## config.mk

```make
export PLATFORM = sky130hd
export DESIGN_NAME = ps2_direction_decoder
export DESIGN_NICKNAME = d
export VERILOG_FILES = /design/src/rtl/ps2_codes_pkg.sv /design/src/rtl/player_dir_tracker.sv /design/src/rtl/ps2_direction_decoder.sv
export SDC_FILE = /design/constraint.sdc
export NUM_CORES = 1
export LEC_CHECK = 0
export ABC_AREA = 1
export CAP_MARGIN = 20
export CORE_ASPECT_RATIO = 0.7
export CORE_UTILIZATION = 45
export CTS_CLUSTER_DIAMETER = 80
export DETAILED_ROUTE_END_ITERATION = 10
export PLACE_DENSITY = 0.6
export RECOVER_POWER = 25
export SYNTH_ARGS = -nofsm -noshare
export SYNTH_HDL_FRONTEND = slang
export SYNTH_HIERARCHICAL = 1
export SYNTH_SLANG_ARGS = --single-unit
```

## constraint.sdc

```tcl
create_clock -name clock -period 3.2 [get_ports clock]
set_input_delay 0.64 -clock clock [delete_from_list [all_inputs] [get_ports clock]]
set_output_delay 0.64 -clock clock [all_outputs]
set_load 0.02 [all_outputs]
```

## src/rtl/ps2_codes_pkg.sv

```systemverilog
// PS/2 scancodes, prefix FSM states and direction encoding shared by the
// direction decoder and its per-player trackers.
package ps2_codes_pkg;

    localparam logic [7:0] SC_EXT = 8'hE0;
    localparam logic [7:0] SC_BRK = 8'hF0;

    localparam logic [7:0] KEY_W = 8'h1D;
    localparam logic [7:0] KEY_D = 8'h23;
    localparam logic [7:0] KEY_S = 8'h1B;
    localparam logic [7:0] KEY_A = 8'h1C;
    localparam logic [7:0] KEY_P = 8'h4D;

    localparam logic [7:0] KEY_UP    = 8'h75;
    localparam logic [7:0] KEY_RIGHT = 8'h74;
    localparam logic [7:0] KEY_DOWN  = 8'h72;
    localparam logic [7:0] KEY_LEFT  = 8'h6B;

    typedef enum logic [1:0] {
        ST_IDLE,
        ST_EXT,
        ST_BRK,
        ST_EXT_BRK
    } state_t;

    typedef enum logic [1:0] {
        DIR_UP    = 2'd0,
        DIR_RIGHT = 2'd1,
        DIR_DOWN  = 2'd2,
        DIR_LEFT  = 2'd3
    } dir_t;

    typedef struct packed {
        logic valid;
        dir_t dir;
    } dir_sel_t;

    localparam dir_sel_t DIR_NONE = '{valid: 1'b0, dir: DIR_UP};

    function automatic dir_sel_t decode_normal(input logic [7:0] code);
        case (code)
            KEY_W:   return '{valid: 1'b1, dir: DIR_UP};
            KEY_D:   return '{valid: 1'b1, dir: DIR_RIGHT};
            KEY_S:   return '{valid: 1'b1, dir: DIR_DOWN};
            KEY_A:   return '{valid: 1'b1, dir: DIR_LEFT};
            default: return DIR_NONE;
        endcase
    endfunction

    function automatic dir_sel_t decode_ext(input logic [7:0] code);
        case (code)
            KEY_UP:    return '{valid: 1'b1, dir: DIR_UP};
            KEY_RIGHT: return '{valid: 1'b1, dir: DIR_RIGHT};
            KEY_DOWN:  return '{valid: 1'b1, dir: DIR_DOWN};
            KEY_LEFT:  return '{valid: 1'b1, dir: DIR_LEFT};
            default:   return DIR_NONE;
        endcase
    endfunction

    // Priority up > right > down > left when activity falls back to a held key.
    function automatic dir_sel_t highest_held(input logic [3:0] held);
        if (held[DIR_UP])         return '{valid: 1'b1, dir: DIR_UP};
        else if (held[DIR_RIGHT]) return '{valid: 1'b1, dir: DIR_RIGHT};
        else if (held[DIR_DOWN])  return '{valid: 1'b1, dir: DIR_DOWN};
        else if (held[DIR_LEFT])  return '{valid: 1'b1, dir: DIR_LEFT};
        else                      return DIR_NONE;
    endfunction

endpackage

```

## src/rtl/player_dir_tracker.sv

```systemverilog
// Held flags and active-direction tracking for one player; outputs are
// registered and either one-hot (newest press wins) or the raw held flags.
module player_dir_tracker
    import ps2_codes_pkg::*;
#(
    parameter bit ONE_HOT = 1'b1
) (
    input  logic clock,
    input  logic reset,
    input  logic make,
    input  logic brk,
    input  dir_t dir,
    output logic up,
    output logic right,
    output logic down,
    output logic left
);

    logic [3:0] held, held_nxt;
    dir_sel_t   active, active_nxt;
    logic [3:0] out_nxt;

    always_comb begin
        held_nxt   = held;
        active_nxt = active;
        out_nxt    = '0;
        if (make) begin
            held_nxt[dir] = 1'b1;
            active_nxt    = '{valid: 1'b1, dir: dir};
        end else if (brk && held[dir]) begin
            held_nxt[dir] = 1'b0;
            if (active.valid && active.dir == dir)
                active_nxt = highest_held(held_nxt);
        end
        if (ONE_HOT) begin
            if (active_nxt.valid)
                out_nxt[active_nxt.dir] = 1'b1;
        end else begin
            out_nxt = held_nxt;
        end
    end

    always_ff @(posedge clock or posedge reset) begin
        if (reset) begin
            held   <= '0;
            active <= DIR_NONE;
            up     <= 1'b0;
            right  <= 1'b0;
            down   <= 1'b0;
            left   <= 1'b0;
        end else begin
            held   <= held_nxt;
            active <= active_nxt;
            up     <= out_nxt[DIR_UP];
            right  <= out_nxt[DIR_RIGHT];
            down   <= out_nxt[DIR_DOWN];
            left   <= out_nxt[DIR_LEFT];
        end
    end

endmodule

```

## src/rtl/ps2_direction_decoder.sv

```systemverilog
// Turns the PS/2 byte stream into held direction levels for two players
// plus a pause toggle, tracking E0/F0 prefixes with a timeout.
module ps2_direction_decoder
    import ps2_codes_pkg::*;
#(
    parameter bit          ONE_HOT        = 1'b1,
    parameter int unsigned TIMEOUT_CYCLES = 2_500_000
) (
    input  logic       clock,
    input  logic       reset,
    input  logic       ps2_key_pressed,
    input  logic [7:0] ps2_out,
    output logic       upSig,
    output logic       rightSig,
    output logic       downSig,
    output logic       leftSig,
    output logic       upSig2,
    output logic       rightSig2,
    output logic       downSig2,
    output logic       leftSig2,
    output logic       pauseButton
);

    localparam int unsigned CW = $clog2(TIMEOUT_CYCLES + 1);
    localparam logic [CW-1:0] TMAX = CW'(TIMEOUT_CYCLES);

    logic          key_prev;
    logic          accept;
    state_t        state;
    logic [CW-1:0] tmo_cnt;
    logic          p_held;
    logic          do_make, do_brk, is_ext;
    dir_sel_t      norm_sel, ext_sel;

    assign accept   = ps2_key_pressed && !key_prev;
    assign norm_sel = decode_normal(ps2_out);
    assign ext_sel  = decode_ext(ps2_out);

    always_comb begin
        do_make = 1'b0;
        do_brk  = 1'b0;
        is_ext  = 1'b0;
        if (accept && ps2_out != SC_EXT && ps2_out != SC_BRK) begin
            case (state)
                ST_IDLE:    do_make = 1'b1;
                ST_BRK:     do_brk  = 1'b1;
                ST_EXT:     begin do_make = 1'b1; is_ext = 1'b1; end
                ST_EXT_BRK: begin do_brk  = 1'b1; is_ext = 1'b1; end
                default:    ;
            endcase
        end
    end

    // An accepted byte takes precedence over a timeout reached on the same edge.
    always_ff @(posedge clock or posedge reset) begin
        if (reset) begin
            key_prev    <= 1'b0;
            state       <= ST_IDLE;
            tmo_cnt     <= '0;
            p_held      <= 1'b0;
            pauseButton <= 1'b0;
        end else begin
            key_prev <= ps2_key_pressed;
            if (accept) begin
                tmo_cnt <= '0;
                if (ps2_out == SC_EXT) begin
                    state <= ST_EXT;
                end else if (ps2_out == SC_BRK) begin
                    case (state)
                        ST_IDLE: state <= ST_BRK;
                        ST_EXT:  state <= ST_EXT_BRK;
                        default: state <= state;
                    endcase
                end else begin
                    state <= ST_IDLE;
                end
            end else if (state != ST_IDLE) begin
                if (tmo_cnt == TMAX) begin
                    state   <= ST_IDLE;
                    tmo_cnt <= '0;
                end else begin
                    tmo_cnt <= tmo_cnt + 1'b1;
                end
            end

            if (do_make && !is_ext && ps2_out == KEY_P) begin
                if (!p_held)
                    pauseButton <= ~pauseButton;
                p_held <= 1'b1;
            end else if (do_brk && !is_ext && ps2_out == KEY_P) begin
                p_held <= 1'b0;
            end
        end
    end

    player_dir_tracker #(.ONE_HOT(ONE_HOT)) u_player0 (
        .clock (clock),
        .reset (reset),
        .make  (do_make && !is_ext && norm_sel.valid),
        .brk   (do_brk && !is_ext && norm_sel.valid),
        .dir   (norm_sel.dir),
        .up    (upSig),
        .right (rightSig),
        .down  (downSig),
        .left  (leftSig)
    );

    player_dir_tracker #(.ONE_HOT(ONE_HOT)) u_player1 (
        .clock (clock),
        .reset (reset),
        .make  (do_make && is_ext && ext_sel.valid),
        .brk   (do_brk && is_ext && ext_sel.valid),
        .dir   (ext_sel.dir),
        .up    (upSig2),
        .right (rightSig2),
        .down  (downSig2),
        .left  (leftSig2)
    );

endmodule

```

==> results of run 1 <==
## how the worst max path moves through the flow
stage          slack, ps  cells past startpoint        from                        end
6_report             420                     17  ps2_out[6]  u_player1/right$_DFF_PP0_
5_1_grt               50                     17  ps2_out[0]  u_player1/right$_DFF_PP0_
4_1_cts              440                     17  ps2_out[6]  u_player1/right$_DFF_PP0_
3_5_place_dp         110                     17  ps2_out[6]  u_player1/right$_DFF_PP0_
3_3_place_gp          70                     14  ps2_out[0]  u_player1/right$_DFF_PP0_
2_1_floorplan       1000                     16  ps2_out[3]  u_player0/right$_DFF_PP0_
## worst max-delay path: stages
cell	delay [ps]
clkdlybuf4s50_1	510
inv_1	60
nor3_1	230
nand4_1	170
o21ai_0	220
buf_4	220
inv_2	70
nand2_1	90
nand2_1	80
nand2_1	60
inv_1	50
nor3_1	160
nand3_1	140
nand2_1	80
nand2_1	60
nand2_2	80
nor2_1	60
## cell usage after synthesis (4+ instances only)
cell	n	share of area (%)
nor2_1	76	8.8
nand2_2	14	2.7
inv_1	53	6.1
nor2_2	7	1.3
nand2_1	139	16
nand3_1	42	6.5
buf_6	5	1.7
nor3_1	13	2.0
nand4_1	13	2.5
dfrtp_1	49	38
xor2_1	9	2.4
o21ai_0	17	2.6
o22ai_1	4	0.77
## placed cells by master, fill, tap and decap left out, drive strengths merged
cell,count
nand2,155
nor2,86
inv,58
dfrtp,49
nand3,45
o21ai,19
clkdlybuf4s50,17
nor3,15
nand4,13
xor2,9
buf,7
clkbuf,7
o22ai,4
a21oi,3
nor3b,3
clkinv,2
xnor2,2
ha,2
dlygate4sd3,2
nand3b,1
or2,1
bufinv,1
a21boi,1
o211ai,1
## cells by family after synthesis
family | Yosys count | share of synthesized area (%)
simple gates | 319 | 44.5
buf+inv | 65 | 9.32
flops | 49 | 37.8
compound gates | 28 | 4.74
xor+xnor | 11 | 2.97
fa+ha+maj | 2 | 0.770
## final cells by class
cell class                 instances  area [µm²]
clock buffer                       6        72.6
inverter                          59         239
multi-input combinational        360        1720
tap                               94         118
sequential                        49        1230
timing repair buffer              27         246
clock inverter                     2        13.8
fill                             709        3220
## layer usage
| layer | share of wire [%] | global-route usage (%) | wire [µm] | vias to the layer above |
|---|---|---|---|---|
| met3 | 6.3 | 3.39 | 476 | 6 |
| met1 | 58 | 35.8 | 4360 | 1346 |
| li1 | - | - | - | 1554 |
| met4 | 0.64 | 4.83 | 48 | 0 |
| met5 | 0 | 0 | 0 | - |
| met2 | 35 | 28.6 | 2670 | 90 |
## through the flow
stage,hold WS [ps],instances,power [mW],setup WS [ps]
2_1_floorplan,442,474,0.906,1000
6_report,483,597,1.34,418
3_3_place_gp,460,589,0.977,68.0
4_1_cts,487,597,1.36,439
5_1_grt,500,597,1.43,48.8
3_5_place_dp,465,589,0.980,113
## power breakdown
part	switching [mW]	internal, mW
Combinational	0.171	0.0905
Clock	0.218	0.156
Sequential	0.0499	0.658
Total	0.439	0.905
==> flow_metrics.py, run 1 <==
metrics = {
    "hold_path": {
        "hold_path.class": "register to register",
        "whs_endpoint": "p_held$_DFFE_PP0P_",
        "hold_depth": 2,
        "min_from": "p_held$_DFFE_PP0P_",
    },
    "synth": {
        "syn_inst": 474,
        "yosysWarnings": 6,
        "syn_nets": 487,
        "syn_avg_cell_area_um2": 6.85,
        "seq_area_frac_synth_pct": 37.8,
        "synth_edf_count": 0,
        "syn_area_um2": 3250,
        "ys_types": 33,
        "synthArstFlopShare_pct": 100,
        "synth_seq_cells": 49,
        "synth_flop_cell": "dfrtp_1",
    },
    "clocking": {
        "clk_root_buffer_cell": "clkbuf_8",
        "cts_hold_buf": 0,
        "cts_sinks": 49,
        "clkTransAtPathRegs_ps": 90,
        "clock_path_buffers": 2,
        "ctsHtreeMaxLevel": 2,
        "cts_resized": 0,
        "cts_setup_buffers": 0,
        "cts_tree": "yes",
        "clk_latency_ps": 300,
        "cts_buffers": 5,
    },
    "place": {
        "place_area_um2": 3550,
        "place_congestion": 0.929,
        "dp_hpwl_mm": 6.03,
        "port_buffers": 19,
    },
    "sta": {
        "fin_skew_ps": 4.20,
        "setup_violations": 0,
        "rsz0062_at_grt": "false",
        "slew-limit-headroom_pct": -1.59,
        "worst_pin_slew_ps": 1520,
        "fin_setup_tns_ps": 0,
        "hold_viol_final": 0,
        "fmax_mhz": 359,
        "fin_crit_ps": 2780,
        "finalCritPeriodShare_pct": 87.0,
        "slew_viol_final": 28,
    },
    "final_layout": {
        "nNetsFinal": 515,
        "design_area_um2": 3630,
        "final_layout_size_suffix_gt1_share_pct": 10.5,
        "antenna_cells": 0,
        "area_delta_synth_final_pct": 11.9,
        "post-route-util_pct": 53.1,
    },
    "worst_setup_path": {
        "crit_fanout": 9,
        "r2r_slack_ps": 1080,
        "worstPathArrival_ps": 2980,
        "reg2reg_to": "u_player1/right$_DFF_PP0_",
        "r2r-start": "key_prev$_DFF_PP0_",
        "ff2ff_path_depth": 9,
        "startpoint_type": "primary input",
        "endpoint_kind": "register",
        "path_class": "primary input to register",
        "required_ps": 3390,
    },
    "run": {
        "timing.max_cap.violations": 1,
    },
    "outcome": {
        "status": "finished, violations left",
        "violations": "capacitance limit, slew limit",
    },
    "grt": {
        "track_usage_pct": 21.7,
        "grt_pass1_vias": 2674,
        "grt_pass1_wl_mm": 13.0,
        "grt_overflow_total": 0,
        "grt_antenna_before_repair": 0,
        "grt_max_degree": 28,
    },
    "floorplanning": {
        "start_util_pct": 47.4,
        "die_w_um": 104,
        "core.rowCount": 25,
        "io_pins": 20,
        "die_h_um": 73.1,
        "dieArea_um2": 7570,
        "core_um2": 6850,
    },
    "routing": {
        "wirelength_mm": 7.55,
        "vias": 2996,
        "drc": 0,
        "detail-route-antenna-nets": 0,
        "wl_per_cell_um": 12.6,
        "drt_pass1_iterations": 5,
        "vias_per_cell": 5.02,
        "dr.first_iter.drc_count": 178,
    },
    "power": {
        "p_leak_nw": 1.72,
        "ir_worst_vdd_mv": 0.201,
        "powerDensity_nw_per_um2": 370,
    },
}
Note: power is estimated with default switching activity, not from simulation.
==> run 2: changes to the inputs <==
--- a/config.mk
+++ b/config.mk
@@ -7,11 +7,13 @@
 export LEC_CHECK = 0
 export ABC_AREA = 1
 export CAP_MARGIN = 20
+export CELL_PAD_IN_SITES_DETAIL_PLACEMENT = 0
+export CELL_PAD_IN_SITES_GLOBAL_PLACEMENT = 1
 export CORE_ASPECT_RATIO = 0.7
 export CORE_UTILIZATION = 45
 export CTS_CLUSTER_DIAMETER = 80
 export DETAILED_ROUTE_END_ITERATION = 10
-export PLACE_DENSITY = 0.6
+export PLACE_DENSITY = 0.8
 export RECOVER_POWER = 25
 export SYNTH_ARGS = -nofsm -noshare
 export SYNTH_HDL_FRONTEND = slang
==> run 2 against run 1 <==
The run ends with capacitance limit left. Fmax fell by 3.5%. Die area is the same. Utilization shrank 0.20 points. Sequential share of layout area up 0.13 points. First-iteration DRC count increased by 19%. Final area is 0.38% lower. Total power grew 0.69%. Sequential cell count is the same. Via count increased by 1.2%. Count of clock-buffer cells in the layout is the same. Worst setup slack worse by 100 ps. Largest cell class unchanged.
==> flow_metrics.py, run 2 (synthesis results as in run 1) <==
metrics = {
    "worst_setup_path": {
        "endpoint_kind": "register",
        "crit_fanout": 9,
        "r2r_slack_ps": 1030,
        "startpoint_type": "primary input",
        "required_ps": 3440,
        "worstPathArrival_ps": 3130,
        "path_class": "primary input to register",
    },
    "hold_path": {
        "hold_path.class": "register to register",
    },
    "floorplanning": {
        "core.rowCount": 25,
        "start_util_pct": 47.4,
        "dieArea_um2": 7570,
        "io_pins": 20,
        "die_w_um": 104,
        "core_um2": 6850,
        "die_h_um": 73.1,
    },
    "routing": {
        "detail-route-antenna-nets": 0,
        "drc": 0,
        "wl_per_cell_um": 13.4,
        "drt_pass1_iterations": 5,
        "dr.first_iter.drc_count": 211,
        "wirelength_mm": 7.98,
        "vias": 3031,
        "vias_per_cell": 5.09,
    },
    "power": {
        "p_leak_nw": 1.70,
        "powerDensity_nw_per_um2": 374,
        "ir_worst_vdd_mv": 0.206,
        "power_mw": 1.35,
    },
    "clocking": {
        "clk_latency_ps": 310,
        "clk_root_buffer_cell": "clkbuf_8",
        "clock_path_buffers": 2,
        "ctsHtreeMaxLevel": 2,
        "cts_sinks": 49,
        "cts_hold_buf": 0,
        "cts_buffers": 5,
        "clkTransAtPathRegs_ps": 90,
        "cts_tree": "yes",
        "cts_resized": 0,
        "cts_setup_buffers": 0,
    },
    "grt": {
        "grt_antenna_before_repair": 0,
        "grt_overflow_total": 0,
        "grt_pass1_wl_mm": 13.6,
        "track_usage_pct": 23.2,
        "grt_pass1_vias": 2744,
        "grt_max_degree": 28,
    },
    "final_layout": {
        "antenna_cells": 0,
        "final_cells": 595,
        "most-common-layout-cells": "nand2_1 (139), nor2_1 (76), inv_1 (53), dfrtp_1 (49), nand3_1 (42)",
        "layout_commonest_cell": "nand2_1",
        "nNetsFinal": 513,
        "area_delta_synth_final_pct": 11.5,
        "final_layout_size_suffix_gt1_share_pct": 10.2,
        "design_area_um2": 3620,
        "fill_cells": 709,
    },
    "sta": {
        "hold_viol_final": 0,
        "fin_skew_ps": 11.4,
        "worst_pin_slew_ps": 1490,
        "setup_slack_ps": 316,
        "slew-limit-headroom_pct": 0.348,
        "slew_viol_final": 0,
        "fmax_mhz": 347,
        "setup_violations": 0,
        "rsz0062_at_grt": "false",
        "fin_crit_ps": 2880,
        "finalCritPeriodShare_pct": 90.1,
        "fin_setup_tns_ps": 0,
    },
    "outcome": {
        "status": "finished, violations left",
        "violations": "capacitance limit",
    },
    "run": {
        "timing.max_cap.violations": 1,
    },
    "place": {
        "dpl_worst_slack_ps": 64.6,
        "port_buffers": 19,
        "place_congestion": 0.836,
        "dp_hpwl_mm": 6.28,
        "place_area_um2": 3540,
        "dp.cells": 587,
    },
}
==> run 2: changes by cell type in the layout (fill, tap and decap cells not counted), sizes merged <==
cell	change
buf	-2
clkinvlp	+2
clkinv	-1
inv	-1
==> run 2: through the flow <==
stage | hold slack [ps] | util, %
global placement | 469 | 51.6
detailed placement | 466 | 51.6
CTS | 492 | 52.9
global route | 557 | 52.9
floorplan | 442 | -
finish | 497 | 52.9
==> run 2: final cells by class <==
type | instances | area, µm² | area share [%]
clock buffer | 6 | 72.6 | 2.00
clock inverter | 2 | 15.0 | 0.415
inverter | 59 | 239 | 6.60
multi-input combinational | 360 | 1720 | 47.5
sequential | 49 | 1230 | 33.9
tap | 94 | 118 | 3.25
timing repair buffer | 25 | 231 | 6.39
==> run 2: where the power goes <==
part / switching, mW / total (mW) / leakage, nW / internal (mW)
logic: 0.176 / 0.267 / 1.00 / 0.0907
clock network: 0.222 / 0.377 / 0.0374 / 0.155
registers: 0.0523 / 0.710 / 0.664 / 0.658
==> run 2: path summary, 6_finish.rpt <==
check | startpoint | to | cells past startpoint
worst max-delay path | ps2_out[6] | u_player1/right$_DFF_PP0_ | 14
worst min-delay path | p_held$_DFFE_PP0P_ | p_held$_DFFE_PP0P_ | 2
worst max register to register | key_prev$_DFF_PP0_ | u_player1/right$_DFF_PP0_ | 9
worst min register to register | p_held$_DFFE_PP0P_ | p_held$_DFFE_PP0P_ | 2
max in group asynchronous | reset | tmo_cnt[16]$_DFFE_PP0P_ | 3
min in group asynchronous | reset | asynchronous set/reset pin | 2
==> run 2: routing by layer <==
metal / vias to the layer above / global-route usage (%) / wire length (µm)
li1: 1545 / - / -
met1: 1382 / 37.6 / 4540
met2: 97 / 29.6 / 2750
met3: 7 / 6.25 / 649
met4: 0 / 4.67 / 51
met5: - / 0 / 0
==> run 2: worst max-delay path, stage by stage <==
cell             delay [ps]
clkdlybuf4s50_1         500
inv_1                    60
nor3_1                  260
nand4_1                 150
o21ai_0                 300
buf_4                   240
inv_2                    60
nand3_1                  90
nand2_2                  80
o21ai_0                 240
o21ai_0                 130
nand2_1                 130
nand3_1                 130
nor2_1                  110
==> run 3: changes to the inputs <==
--- a/config.mk
+++ b/config.mk
@@ -10,10 +10,10 @@
 export CELL_PAD_IN_SITES_DETAIL_PLACEMENT = 0
 export CELL_PAD_IN_SITES_GLOBAL_PLACEMENT = 1
 export CORE_ASPECT_RATIO = 0.7
-export CORE_UTILIZATION = 45
+export CORE_UTILIZATION = 43
 export CTS_CLUSTER_DIAMETER = 80
 export DETAILED_ROUTE_END_ITERATION = 10
-export PLACE_DENSITY = 0.8
+export PLACE_DENSITY = 0.77
 export RECOVER_POWER = 25
 export SYNTH_ARGS = -nofsm -noshare
 export SYNTH_HDL_FRONTEND = slang
==> constraint.sdc (replaced) <==
create_clock -name clock -period 2.8 [get_ports clock]
set_input_delay 0.56 -clock clock [delete_from_list [all_inputs] [get_ports clock]]
set_output_delay 0.56 -clock clock [all_outputs]
set_load 0.02 [all_outputs]
==> run 3 against run 2 <==
The run ends with DRC, capacitance limit, slew limit left. Critical path depth is 2 higher. Via count increased by 0.13%. Final cell count grew 5.7%. Total power rose by 14%. Non-clock buffer count grew 30. Largest power group unchanged.
==> flow_metrics.py, run 3 (synthesis results as in run 1) <==
metrics = {
    "outcome": {
        "status": "finished, violations left",
        "violations": "DRC, capacitance limit, slew limit",
    },
    "floorplanning": {
        "die_h_um": 74.7,
        "io_pins": 20,
        "start_util_pct": 44.4,
        "die_w_um": 106,
        "core_um2": 7320,
        "core.rowCount": 26,
        "dieArea_um2": 7910,
    },
    "sta": {
        "fin_skew_ps": 13.5,
        "hold_viol_final": 0,
        "slew_viol_final": 28,
        "rsz0062_at_grt": "false",
        "finalCritPeriodShare_pct": 91.2,
        "fmax_mhz": 392,
        "setup_violations": 0,
        "hold_ws_ps": 477,
        "slew-limit-headroom_pct": -2.71,
        "setup_slack_ps": 248,
        "fin_crit_ps": 2550,
        "worst_pin_slew_ps": 1540,
    },
    "place": {
        "place_area_um2": 3790,
        "dp_hpwl_mm": 6.23,
        "place_congestion": 0.873,
        "dpl_worst_slack_ps": -209,
        "port_buffers": 19,
    },
    "clocking": {
        "clkTransAtPathRegs_ps": 90,
        "cts_setup_buffers": 0,
        "cts_hold_buf": 0,
        "ctsHtreeMaxLevel": 2,
        "cts_sinks": 49,
        "clock_path_buffers": 2,
        "clk_latency_ps": 310,
        "cts_tree": "yes",
        "cts_buffers": 5,
        "clk_root_buffer_cell": "clkbuf_8",
    },
    "worst_setup_path": {
        "worstPathArrival_ps": 2750,
        "r2r_slack_ps": 900,
        "endpoint_kind": "register",
        "path_class": "primary input to register",
        "required_ps": 3000,
        "startpoint_type": "primary input",
        "crit_fanout": 9,
    },
    "final_layout": {
        "antenna_cells": 0,
        "design_area_um2": 3910,
        "final_layout_size_suffix_gt1_share_pct": 17.1,
        "most-common-layout-cells": "nand2_1 (137), nor2_1 (73), inv_1 (52), dfrtp_1 (49), nand3_1 (42)",
        "area_delta_synth_final_pct": 20.4,
        "post-route-util_pct": 53.4,
        "layout_commonest_cell": "nand2_1",
        "nNetsFinal": 543,
    },
    "routing": {
        "vias_per_cell": 4.83,
        "wl_per_cell_um": 12.4,
        "dr.first_iter.drc_count": 162,
        "wirelength_mm": 7.79,
        "detail-route-antenna-nets": 0,
        "drt_pass1_iterations": 10,
        "drc": 1,
        "vias": 3035,
    },
    "grt": {
        "grt_max_degree": 28,
        "grt_pass1_wl_mm": 12.9,
        "grt_pass1_vias": 2658,
        "grt_overflow_total": 0,
        "track_usage_pct": 21.0,
        "grt_antenna_before_repair": 0,
    },
    "hold_path": {
        "hold_path.class": "register to register",
    },
    "run": {
        "timing.max_cap.violations": 1,
    },
    "power": {
        "powerDensity_nw_per_um2": 394,
        "ir_worst_vdd_mv": 0.176,
        "power_mw": 1.54,
        "p_leak_nw": 1.88,
    },
}
==> run 3: layer usage <==
layer | wire length [µm] | GRT usage [%] | up-vias | share of wire (%)
li1 | - | - | 1608 | -
met1 | 4530 | 34.1 | 1356 | 58
met2 | 2890 | 28.2 | 68 | 37
met3 | 350 | 4.50 | 3 | 4.5
met4 | 16 | 3.24 | 0 | 0.21
met5 | 0 | 0 | - | 0
==> run 3: worst paths after layout <==
path,cells past startpoint,endpoint,startpoint
worst max register to register,13,u_player1/up$_DFF_PP0_,key_prev$_DFF_PP0_
min in group asynchronous,2,asynchronous set/reset pin,reset
worst min-delay path,2,p_held$_DFFE_PP0P_,p_held$_DFFE_PP0P_
worst min register to register,2,p_held$_DFFE_PP0P_,p_held$_DFFE_PP0P_
max in group asynchronous,3,state[0]$_DFFE_PP0P_,reset
worst max-delay path,16,u_player0/up$_DFF_PP0_,ps2_out[6]
==> run 3: worst max-delay path, cell delays in order <==
cell and delay (ps):
clkdlybuf4s50_1 430, buf_4 150, or2_2 300, nor2_1 150, nand2_1 120, nand2_2 120, buf_12 130, nand2_1 70
nand2_1 90, nand2_1 70, nor2_1 160, nand2_1 80, nand3_1 70, nand3_1 90, nand3_1 110, nor2_1 50
==> run 3: final cells by class <==
type,instances,area [µm²]
Fill cell,721,3410
Multi-Input combinational cell,360,1750
Sequential cell,49,1230
Timing Repair Buffer,55,484
Inverter,59,239
Tap cell,98,123
Clock buffer,6,72.6
Clock inverter,2,13.8
==> run 3: power by group <==
group	internal [mW]	switching (mW)	leakage, nW	total, mW
Combinational	0.115	0.195	1.17	0.311
Sequential	0.752	0.0560	0.664	0.808
Clock	0.179	0.244	0.0456	0.423
Total	1.05	0.496	1.88	1.54
==> run 3: timing repair <==
action                     CTS  global route
gates resized for setup      0            12
hold endpoints to repair     0             0
setup endpoints to repair    0            19
==> run 3: stage by stage <==
stage | instances | setup TNS, ps
6_report | 629 | 0
4_1_cts | 629 | 0
5_1_grt | 629 | 0
3_3_place_gp | 621 | -1470
3_5_place_dp | 621 | -2650
2_1_floorplan | 474 | 0
